**config.mk**
```make
export PLATFORM = sky130hd
export DESIGN_NAME = flp_relu_grad
export DESIGN_NICKNAME = d
export VERILOG_FILES = /design/src/rtl/flp_relu_grad_pkg.sv /design/src/rtl/flp_relu_grad_if.sv /design/src/rtl/flp_exp_scale.sv /design/src/rtl/flp_pack.sv /design/src/rtl/flp_unpack.sv /design/src/rtl/flp_relu_grad.sv
export SDC_FILE = /design/constraint.sdc
export NUM_CORES = 1
export LEC_CHECK = 0
export ABC_AREA = 1
export CORE_ASPECT_RATIO = 1.5
export CORE_MARGIN = 2
export CORE_UTILIZATION = 43
export DETAILED_ROUTE_END_ITERATION = 16
export PLACE_DENSITY = 0.77
export SLEW_MARGIN = 20
export SYNTH_ARGS = -nofsm -noshare
export SYNTH_HDL_FRONTEND = slang
export SYNTH_SLANG_ARGS = --single-unit
```
**constraint.sdc**
```tcl
create_clock -name clk -period 2.65 [get_ports clk]
set_input_delay 0.795 -clock clk [delete_from_list [all_inputs] [get_ports clk]]
set_output_delay 0.795 -clock clk [all_outputs]
set_load 0.01 [all_outputs]
```
**src/rtl/flp_relu_grad_pkg.sv**
```systemverilog
// Shared floating-point definitions: default format widths and the canonical quiet NaN.
package flp_relu_grad_pkg;

  localparam int unsigned FLP_EWIDTH = 8;
  localparam int unsigned FLP_SWIDTH = 23;
  localparam int unsigned FLP_WIDTH  = FLP_EWIDTH + FLP_SWIDTH + 1;
  localparam int unsigned ZCNT_WIDTH = 32;

  // Positive sign, all-ones exponent, only the significand MSB set.
  localparam logic [FLP_WIDTH-1:0] FLP_CANON_NAN =
    {1'b0, {FLP_EWIDTH{1'b1}}, 1'b1, {(FLP_SWIDTH-1){1'b0}}};

endpackage

```
**src/rtl/flp_relu_grad_if.sv**
```systemverilog
// Operand/result stream bundle for the ReLU gradient block (upstream and downstream handshakes).
interface flp_relu_grad_if
  import flp_relu_grad_pkg::*;
#(
  parameter int unsigned EWIDTH = FLP_EWIDTH,
  parameter int unsigned SWIDTH = FLP_SWIDTH
);
  localparam int unsigned W = EWIDTH + SWIDTH + 1;

  logic [W-1:0]        x;
  logic [W-1:0]        g;
  logic                l;
  logic [EWIDTH-2:0]   e;
  logic                in_valid;
  logic                in_ready;
  logic [W-1:0]        r;
  logic                out_valid;
  logic                out_ready;

  modport master (
    output x, g, l, e, in_valid, out_ready,
    input  in_ready, r, out_valid
  );

  modport slave (
    input  x, g, l, e, in_valid, out_ready,
    output in_ready, r, out_valid
  );
endinterface

```
**src/rtl/flp_exp_scale.sv**
```systemverilog
// Exponent decrement by D with underflow flag (result <= 0 in EWIDTH+1 bits); shared with forward ReLU.
module flp_exp_scale
  import flp_relu_grad_pkg::*;
#(
  parameter int unsigned EWIDTH = FLP_EWIDTH
) (
  input  logic [EWIDTH-1:0] i_exp,
  input  logic [EWIDTH-1:0] i_dec,
  output logic [EWIDTH-1:0] o_exp_c,
  output logic              o_uflow_c
);
  logic [EWIDTH:0] diff;

  always_comb begin
    diff      = {1'b0, i_exp} - {1'b0, i_dec};
    o_uflow_c = diff[EWIDTH] || (diff == '0);
    o_exp_c   = diff[EWIDTH-1:0];
  end
endmodule

```
**src/rtl/flp_pack.sv**
```systemverilog
// Reassembles sign/exponent/significand into a packed float.
module flp_pack
  import flp_relu_grad_pkg::*;
#(
  parameter int unsigned EWIDTH = FLP_EWIDTH,
  parameter int unsigned SWIDTH = FLP_SWIDTH,
  localparam int unsigned W = EWIDTH + SWIDTH + 1
) (
  input  logic              i_sign,
  input  logic [EWIDTH-1:0] i_exp,
  input  logic [SWIDTH-1:0] i_man,
  output logic [W-1:0]      o_w_c
);
  assign o_w_c = {i_sign, i_exp, i_man};
endmodule

```
**src/rtl/flp_unpack.sv**
```systemverilog
// Splits a packed float into sign/exponent/significand and classifies it.
module flp_unpack
  import flp_relu_grad_pkg::*;
#(
  parameter int unsigned EWIDTH = FLP_EWIDTH,
  parameter int unsigned SWIDTH = FLP_SWIDTH,
  localparam int unsigned W = EWIDTH + SWIDTH + 1
) (
  input  logic [W-1:0]      i_w,
  output logic              o_sign_c,
  output logic [EWIDTH-1:0] o_exp_c,
  output logic [SWIDTH-1:0] o_man_c,
  output logic              o_is_nan_c,
  output logic              o_is_inf_c,
  output logic              o_is_zero_c
);
  logic exp_max;
  logic man_zero;

  always_comb begin
    o_sign_c    = i_w[W-1];
    o_exp_c     = i_w[W-2:SWIDTH];
    o_man_c     = i_w[SWIDTH-1:0];
    exp_max     = &o_exp_c;
    man_zero    = (o_man_c == '0);
    o_is_nan_c  = exp_max && !man_zero;
    o_is_inf_c  = exp_max && man_zero;
    o_is_zero_c = (o_exp_c == '0) && man_zero;
  end
endmodule

```
**src/rtl/flp_relu_grad.sv**
```systemverilog
// flp_relu_grad: two-stage ReLU / leaky-ReLU backward pass on packed floats with valid/ready flow control.
// Defining FLP_RELU_GRAD_STATS_EN adds i_sclr/o_zcnt, a counter of zero-valued delivered results.
module flp_relu_grad
  import flp_relu_grad_pkg::*;
#(
  parameter int unsigned EWIDTH = FLP_EWIDTH,
  parameter int unsigned SWIDTH = FLP_SWIDTH,
  localparam int unsigned W = EWIDTH + SWIDTH + 1
) (
  input  logic                  clk,
  input  logic                  nrst,
`ifdef FLP_RELU_GRAD_STATS_EN
  input  logic                  i_sclr,
  output logic [ZCNT_WIDTH-1:0] o_zcnt,
`endif
  input  logic [W-1:0]          i_x,
  input  logic [W-1:0]          i_g,
  input  logic                  i_l,
  input  logic [EWIDTH-2:0]     i_e,
  input  logic                  i_valid,
  output logic                  o_ready,
  output logic [W-1:0]          o_r,
  output logic                  o_valid,
  input  logic                  i_ready
);
  localparam logic [W-1:0] CANON_NAN = (W == FLP_WIDTH) ? W'(FLP_CANON_NAN)
    : {1'b0, {EWIDTH{1'b1}}, 1'b1, {(SWIDTH-1){1'b0}}};
  localparam logic [EWIDTH-1:0] DEC_BASE = {1'b1, {(EWIDTH-1){1'b0}}};

  flp_relu_grad_if #(.EWIDTH(EWIDTH), .SWIDTH(SWIDTH)) bus ();

  assign bus.x         = i_x;
  assign bus.g         = i_g;
  assign bus.l         = i_l;
  assign bus.e         = i_e;
  assign bus.in_valid  = i_valid;
  assign bus.out_ready = i_ready;
  assign o_ready       = bus.in_ready;
  assign o_r           = bus.r;
  assign o_valid       = bus.out_valid;

  logic              x_sign, x_nan, x_inf, x_zero;
  logic [EWIDTH-1:0] x_exp;
  logic [SWIDTH-1:0] x_man;
  logic              g_sign, g_nan, g_inf, g_zero;
  logic [EWIDTH-1:0] g_exp;
  logic [SWIDTH-1:0] g_man;
  logic [EWIDTH-1:0] dec_c;
  logic [EWIDTH-1:0] scl_exp_c;
  logic              uflow_c;
  logic [W-1:0]      scaled_c;
  logic [W-1:0]      res_c;
  logic              unused_x_fields;

  flp_unpack #(.EWIDTH(EWIDTH), .SWIDTH(SWIDTH)) u_unpack_x (
    .i_w(bus.x), .o_sign_c(x_sign), .o_exp_c(x_exp), .o_man_c(x_man),
    .o_is_nan_c(x_nan), .o_is_inf_c(x_inf), .o_is_zero_c(x_zero)
  );

  flp_unpack #(.EWIDTH(EWIDTH), .SWIDTH(SWIDTH)) u_unpack_g (
    .i_w(bus.g), .o_sign_c(g_sign), .o_exp_c(g_exp), .o_man_c(g_man),
    .o_is_nan_c(g_nan), .o_is_inf_c(g_inf), .o_is_zero_c(g_zero)
  );

  // Only the sign and NaN class of the activation steer the gradient.
  assign unused_x_fields = ^{x_exp, x_man, x_inf, x_zero};

  // D = 2^(EWIDTH-1) - i_e spans 1..2^(EWIDTH-1), so it fits in EWIDTH bits.
  assign dec_c = DEC_BASE - {1'b0, bus.e};

  flp_exp_scale #(.EWIDTH(EWIDTH)) u_exp_scale (
    .i_exp(g_exp), .i_dec(dec_c), .o_exp_c(scl_exp_c), .o_uflow_c(uflow_c)
  );

  flp_pack #(.EWIDTH(EWIDTH), .SWIDTH(SWIDTH)) u_pack (
    .i_sign(g_sign), .i_exp(scl_exp_c), .i_man(g_man), .o_w_c(scaled_c)
  );

  // S1 decode/scale: gradient selection by activation class and leaky mode.
  always_comb begin
    res_c = bus.g;
    if (x_nan) begin
      res_c = CANON_NAN;
    end else if (!x_sign) begin
      res_c = bus.g;
    end else if (!bus.l) begin
      res_c = '0;
    end else if (g_nan || g_inf || g_zero) begin
      res_c = bus.g;
    end else if (uflow_c) begin
      res_c = {g_sign, {(W-1){1'b0}}};
    end else begin
      res_c = scaled_c;
    end
  end

  logic         s1_valid_q, s1_valid_d;
  logic [W-1:0] s1_r_q, s1_r_d;
  logic         s2_valid_q, s2_valid_d;
  logic [W-1:0] s2_r_q, s2_r_d;
  logic         s1_adv_c, s2_adv_c;

  // Elastic two-register pipeline; a stalled S2 holds its result untouched.
  always_comb begin
    s2_adv_c   = !s2_valid_q || bus.out_ready;
    s1_adv_c   = !s1_valid_q || s2_adv_c;
    s1_valid_d = s1_valid_q;
    s1_r_d     = s1_r_q;
    s2_valid_d = s2_valid_q;
    s2_r_d     = s2_r_q;
    if (s1_adv_c) begin
      s1_valid_d = bus.in_valid;
      if (bus.in_valid) s1_r_d = res_c;
    end
    if (s2_adv_c) begin
      s2_valid_d = s1_valid_q;
      if (s1_valid_q) s2_r_d = s1_r_q;
    end
  end

  always_ff @(posedge clk) begin
    if (!nrst) begin
      s1_valid_q <= 1'b0;
      s1_r_q     <= '0;
      s2_valid_q <= 1'b0;
      s2_r_q     <= '0;
    end else begin
      s1_valid_q <= s1_valid_d;
      s1_r_q     <= s1_r_d;
      s2_valid_q <= s2_valid_d;
      s2_r_q     <= s2_r_d;
    end
  end

  assign bus.in_ready  = s1_adv_c;
  assign bus.out_valid = s2_valid_q;
  assign bus.r         = s2_r_q;

`ifdef FLP_RELU_GRAD_STATS_EN
  logic [ZCNT_WIDTH-1:0] zcnt_q, zcnt_d;

  // Clear wins over a same-cycle count; the counter wraps naturally.
  always_comb begin
    zcnt_d = zcnt_q;
    if (i_sclr) begin
      zcnt_d = '0;
    end else if (s2_valid_q && bus.out_ready && (s2_r_q[W-2:0] == '0)) begin
      zcnt_d = zcnt_q + ZCNT_WIDTH'(1);
    end
  end

  always_ff @(posedge clk) begin
    if (!nrst) zcnt_q <= '0;
    else       zcnt_q <= zcnt_d;
  end

  assign o_zcnt = zcnt_q;
`endif

endmodule

```
# --- Yosys cells after proc, flatten, opt, wreduce, memory -nomap -nowiden ---
# Cells that the tools add are included.
classes:
  addsub: 2
  n_reduce_logical: 21
  n_mux: 5
ops:
  columns: ["operator", "n"]
  rows:
  - ["$mux 32", 3]
  - ["$mux 31", 2]
  - ["$logic_not 23->1", 2]
  - ["$reduce_and 8->1", 2]
  - ["$logic_not 9->1", 1]
  - ["$sub 8x8->9", 1]
  - ["$logic_not 8->1", 1]
  - ["$sub 8x7->8 const A", 1]
  - ["$logic_or 1x1->1", 5]
  - ["$logic_and 1x1->1", 4]
  - ["$logic_not 1->1", 4]
  - ["$reduce_and 2->1", 2]
totals:
  in_bits: 76
  reg_bits: 66
  output_inout_bits: 34

# --- Depth between registers and ports, before layout ---
depth:
  word_depth: 9
  depth_mapped: 19
  depth_no_buf: 18

# --- Cells and area by module ---
# Synthesis repeated with hierarchy kept, for this count alone.
hier_totals:
  cells_unflattened: 738
  area_unflattened_um2: 4725.8
by_module_without_submodules:
  columns: ["module", "seq_area_each_um2", "instances", "cells_per_inst", "area_per_inst_um2"]
  rows:
  - ["flp_relu_grad", 1321.3, 1, 485, 3223.1]
  - ["flp_unpack", 0.0, 2, 68, 382.9]
  - ["flp_exp_scale", 0.0, 1, 85, 496.7]
  - ["flp_pack", 0.0, 1, 32, 240.2]

# --- Least setup slack after synthesis ---
# No wires, ideal clock.
synth_path:
  path_type: "input to register"
  startpoint: "input port i_e[0]"
  endpoint: "register s1_r_q[12]"
  arrival_ns: 2.694
  required_ns: 2.507
  setup_slack_ns: -0.187
  stages: 19
  path_cell_list: "inv_1 -> ha_1 -> nand2_1 -> nor3_1 -> xor2_1 -> ha_1 -> nand2_1 -> inv_1 -> a21oi_1 -> nand2_1 -> nand2_1 -> nand2_1 -> nor2_1 -> nand2_1 -> nand2_2 -> nand3_4 -> buf_12 -> nand3_2 -> a21oi_2"
synth_via:
  elab_chain_len: 9
synth_rtl:
  columns: ["element", "line_no", "text"]
  rows:
  - ["start, declared", "flp_relu_grad.sv:19", "input logic [EWIDTH-2:0] i_e,"]
  - ["$sub 8x7->8 (*)", "flp_relu_grad.sv:69", "assign dec_c = DEC_BASE - {1'b0, bus.e};"]
  - ["$sub 8x8->9 (*)", "flp_exp_scale.sv:15", "diff = {1'b0, i_exp} - {1'b0, i_dec};"]
  - ["$logic_not 9->1", "flp_exp_scale.sv:16", "o_uflow_c = diff[EWIDTH] || (diff == '0);"]
  - ["$logic_or 1x1->1 (*)", "flp_exp_scale.sv:16", null]
  - ["$mux 31 (*)", "flp_relu_grad.sv:90", "end else if (uflow_c) begin"]
  - ["$mux 31 (*)", "flp_relu_grad.sv:88", "end else if (g_nan || g_inf || g_zero) begin"]
  - ["$mux 32 (*)", "flp_relu_grad.sv:86", "end else if (!bus.l) begin"]
  - ["$mux 32 (*)", "flp_relu_grad.sv:84", "end else if (!x_sign) begin"]
  - ["$mux 32 (*)", "flp_relu_grad.sv:82", "if (x_nan) begin"]
  - ["end signal, assigned", "flp_relu_grad.sv:129", "s1_r_q <= s1_r_d;"]
  - ["end, declared", "flp_relu_grad.sv:98", "logic [W-1:0] s1_r_q, s1_r_d;"]
# Mark *: on every way between the ends. The rest lies on a longest branch, timed or not.
# A chain may end at the register's enable or synchronous reset.

# --- Worst setup path after layout ---
layout_path:
  startpoint: "input port i_e[1]"
  endpoint: "register s1_r_q[21]"
# Same word-level chain as after synthesis.

==> impl_metrics.json <==
{
  "yosys_warnings": 0,
  "final_common_cell": "nor2_1",
  "period_needed_ns": 2.86,
  "ys_top_cells_by_area": "dfxtp_1 37%, nor2_1 12%, nand2_1 8.3%",
  "layout-drive-gt1-share": 0.212,
  "finClkSkew_ns": 0.00412,
  "required_ns": 2.83,
  "synth_edf_count": 0,
  "fin_nets": 737,
  "status": "finished, violations left",
  "stdcell_area_mm2": 0.00552,
  "r2r_slack_ns": 1.13,
  "dr_wl_met3_um": 452,
  "layout_setup_ws_ns": -0.210,
  "htree_levels": 3,
  "cts_tree": "yes",
  "port_buffers": 109,
  "rsz0062_at_grt": "true",
  "cp_slowest_stage_delay_ns": 0.34,
  "cts_buffers": 9,
  "hp-class": "reg2reg",
  "syn_area_mm2": 0.00357,
  "root_buffer": "clkbuf_16",
  "violations": "negative setup slack",
  "max_freq_mhz": 350,
  "avgSynthCellArea_um2": 7.05,
  "cts_buffer_depth": 2,
  "postRouteAntennaNets": 0,
  "hold_viol_final": 0,
  "postCtsHoldBufs": 0,
  "wl_met1_um": 3910,
  "async_reset_ff_frac": 0,
  "rows": 40,
  "drv_slew": 0,
  "drc_errors": 0,
  "synth_flop_cell": "dfxtp_1",
  "synth_top_cell_area_share": 0.370,
  "diodes": 0,
  "synth.distinct_cells": 31,
  "cp-start-kind": "input port",
  "dp_slack_ns": -0.843,
  "drt-wirelength-per-cell_um": 14.0,
  "clk_pin_slew_ns": 0.05,
  "maxCapViolCount": 0,
  "min-delay-start": "s1_r_q[19]$_SDFFE_PN0P_",
  "fin_crit_sh": 1.08,
  "crit_family": "simple AND/OR/NAND/NOR gates",
  "vdd_drop_max_uv": 360,
  "end_kind": "flip-flop",
  "drtIter0Drc": 192,
  "cp_max_fo": 5,
  "crit_slowest_cell": "ha_1",
  "insertion_delay_ns": 0.32,
  "reg2reg_from": "o_valid$_SDFFE_PN0P_",
  "path_buf_inv": 4,
  "max_slew_margin": 0.452,
  "gp_congestion": 0.864,
  "final.setup.tns_ns": -4.91,
  "grt_pass1_vias": 3931,
  "grt_max_degree": 34,
  "core_area_mm2": 0.00806,
  "setup_viol": 29,
  "path_common_cell": "nand2_1",
  "final_cell_mix": "113 x nor2_1, 99 x clkdlybuf4s50_1, 75 x nand2_1",
  "viasPerCell": 5.06,
  "wl_met2_um": 5950,
  "regToRegEndpoint": "s1_r_q[14]$_SDFFE_PN0P_",
  "powerDensity_mw_per_mm2": 530,
  "antenna_found_initial": 0,
  "criticalPathCategory": "in2reg",
  "ys_seq_area_frac": 0.370,
  "track_usage": 0.241,
  "area_growth_pct": 54.5,
  "io-pin-count": 110,
  "hold_depth": 2,
  "numClockSinks": 66,
  "die-area_mm2": 0.00907,
  "start_util": 0.443,
  "synth_fp_nets": 593,
  "synthDominantAreaCellType": "dfxtp_1",
  "top_layer": "met4",
  "grt_pass1_wl_um": 17400,
  "routed_wl_um": 10600,
  "power_mw": 2.92,
  "die_h_um": 116,
  "tightest_slew_ns": 0.823,
  "placed_area_mm2": 0.00500,
  "leakagePower_nw": 2.37,
  "worstPathCellList": "buf_8 > nor3_4 > nand3b_1 > xnor2_1 > ha_1 > buf_4 > a21oi_1 > nand3b_1 > nand2_1 > nand2_1 > inv_1 > nand2_1 > nand2_2 > nand3_4 > clkbuf_16 > nand3_2 > a21oi_2",
  "holdPathEnd": "s1_r_q[19]$_SDFFE_PN0P_",
  "fill_cells": 638,
  "ff2ff_path_depth": 9,
  "synth_seq_cells": 66,
  "grt-ovfl-total": 0,
  "vias": 3847,
  "synthCells": 507,
  "arrival_ns": 3.04,
  "die_x_um": 78.4,
  "hpwl_um": 7520,
  "drt_pre_antenna_iters": 4
}
## state kept, by name (all words and copies together), names as in the netlist
register    flops
o_valid         1
o_r            32
s1_valid_q      1
s1_r_q         32
## power by group
group / internal [mW] / total (mW) / switching, mW
sequential: 1.06 / 1.09 / 0.0333
combinational: 0.378 / 0.731 / 0.352
clock: 0.706 / 1.10 / 0.395
## how the worst max path moves through the flow
stage / from / to / slack, ns / depth (start not counted)
finish: i_e[1] / s1_r_q[21]$_SDFFE_PN0P_ / -0.21 / 17
global route: i_e[4] / s1_r_q[1]$_SDFFE_PN0P_ / -0.36 / 20
CTS: i_e[0] / s1_r_q[14]$_SDFFE_PN0P_ / -0.1 / 18
detailed placement: i_e[0] / s1_r_q[0]$_SDFFE_PN0P_ / -0.84 / 20
global placement: i_e[0] / s1_r_q[0]$_SDFFE_PN0P_ / -0.77 / 20
floorplan: i_e[1] / s1_r_q[13]$_SDFFE_PN0P_ / -0.08 / 17
## area by class of cell
type,instances,area (um2),area share
multi-input cells,367,2060,0.373
repair buffers,155,1520,0.276
flip-flops and latches,66,1320,0.239
clock buffers,14,274,0.0497
inverters,52,200,0.0363
well taps,105,131,0.0238
clock inverters,2,10.0,0.00181
## Yosys cell counts, types with 3 or more instances
library cell and n:
nor3_1 6, nand3_2 22, inv_1 49, xor2_1 4
dfxtp_1 66, nand2_2 4, a21oi_2 20, ha_1 9
nand3b_1 3, a21oi_1 25, nand4_1 6, nand2_1 79
o21ai_0 43, clkbuf_1 16, nor2_1 114, nand3_1 22
## metal layers
metal	track usage	vias to the layer above
met2	0.478	125
met1	0.241	1787
met5	0	-
met3	0.0312	20
met4	0.124	0
li1	-	1915
## through the flow
step	cells	hold slack, ns	utilization
4_1_cts	755	0.469	0.674
3_5_place_dp	735	0.460	0.621
6_report	761	0.476	0.685
3_3_place_gp	735	0.452	0.621
2_1_floorplan	507	0.442	-
5_1_grt	761	0.495	0.685
## cells by family (layout without fill, tap and decap cells)
kind of cell,after synthesis,after routing,share of synthesized area
buf+inv,74,223,0.0893
flops,66,66,0.370
xor+xnor,6,6,0.0147
compound gates,88,88,0.144
fa+ha+maj,10,10,0.0371
simple gates,263,263,0.345
## tightest hold or removal path: stages (launching register included)
cell and delay [ns]:
dfxtp_1 0.30, nand2_1 0.08, a21oi_2 0.05
## repair_timing
action | CTS | global route
setup buffers | 2 | 5
gates cloned | 2 | 1
pin swaps | 24 | 17
resized for setup | 48 | 8
endpoints found under the setup margin | 32 | 29
(Power assumes the default switching activity.)
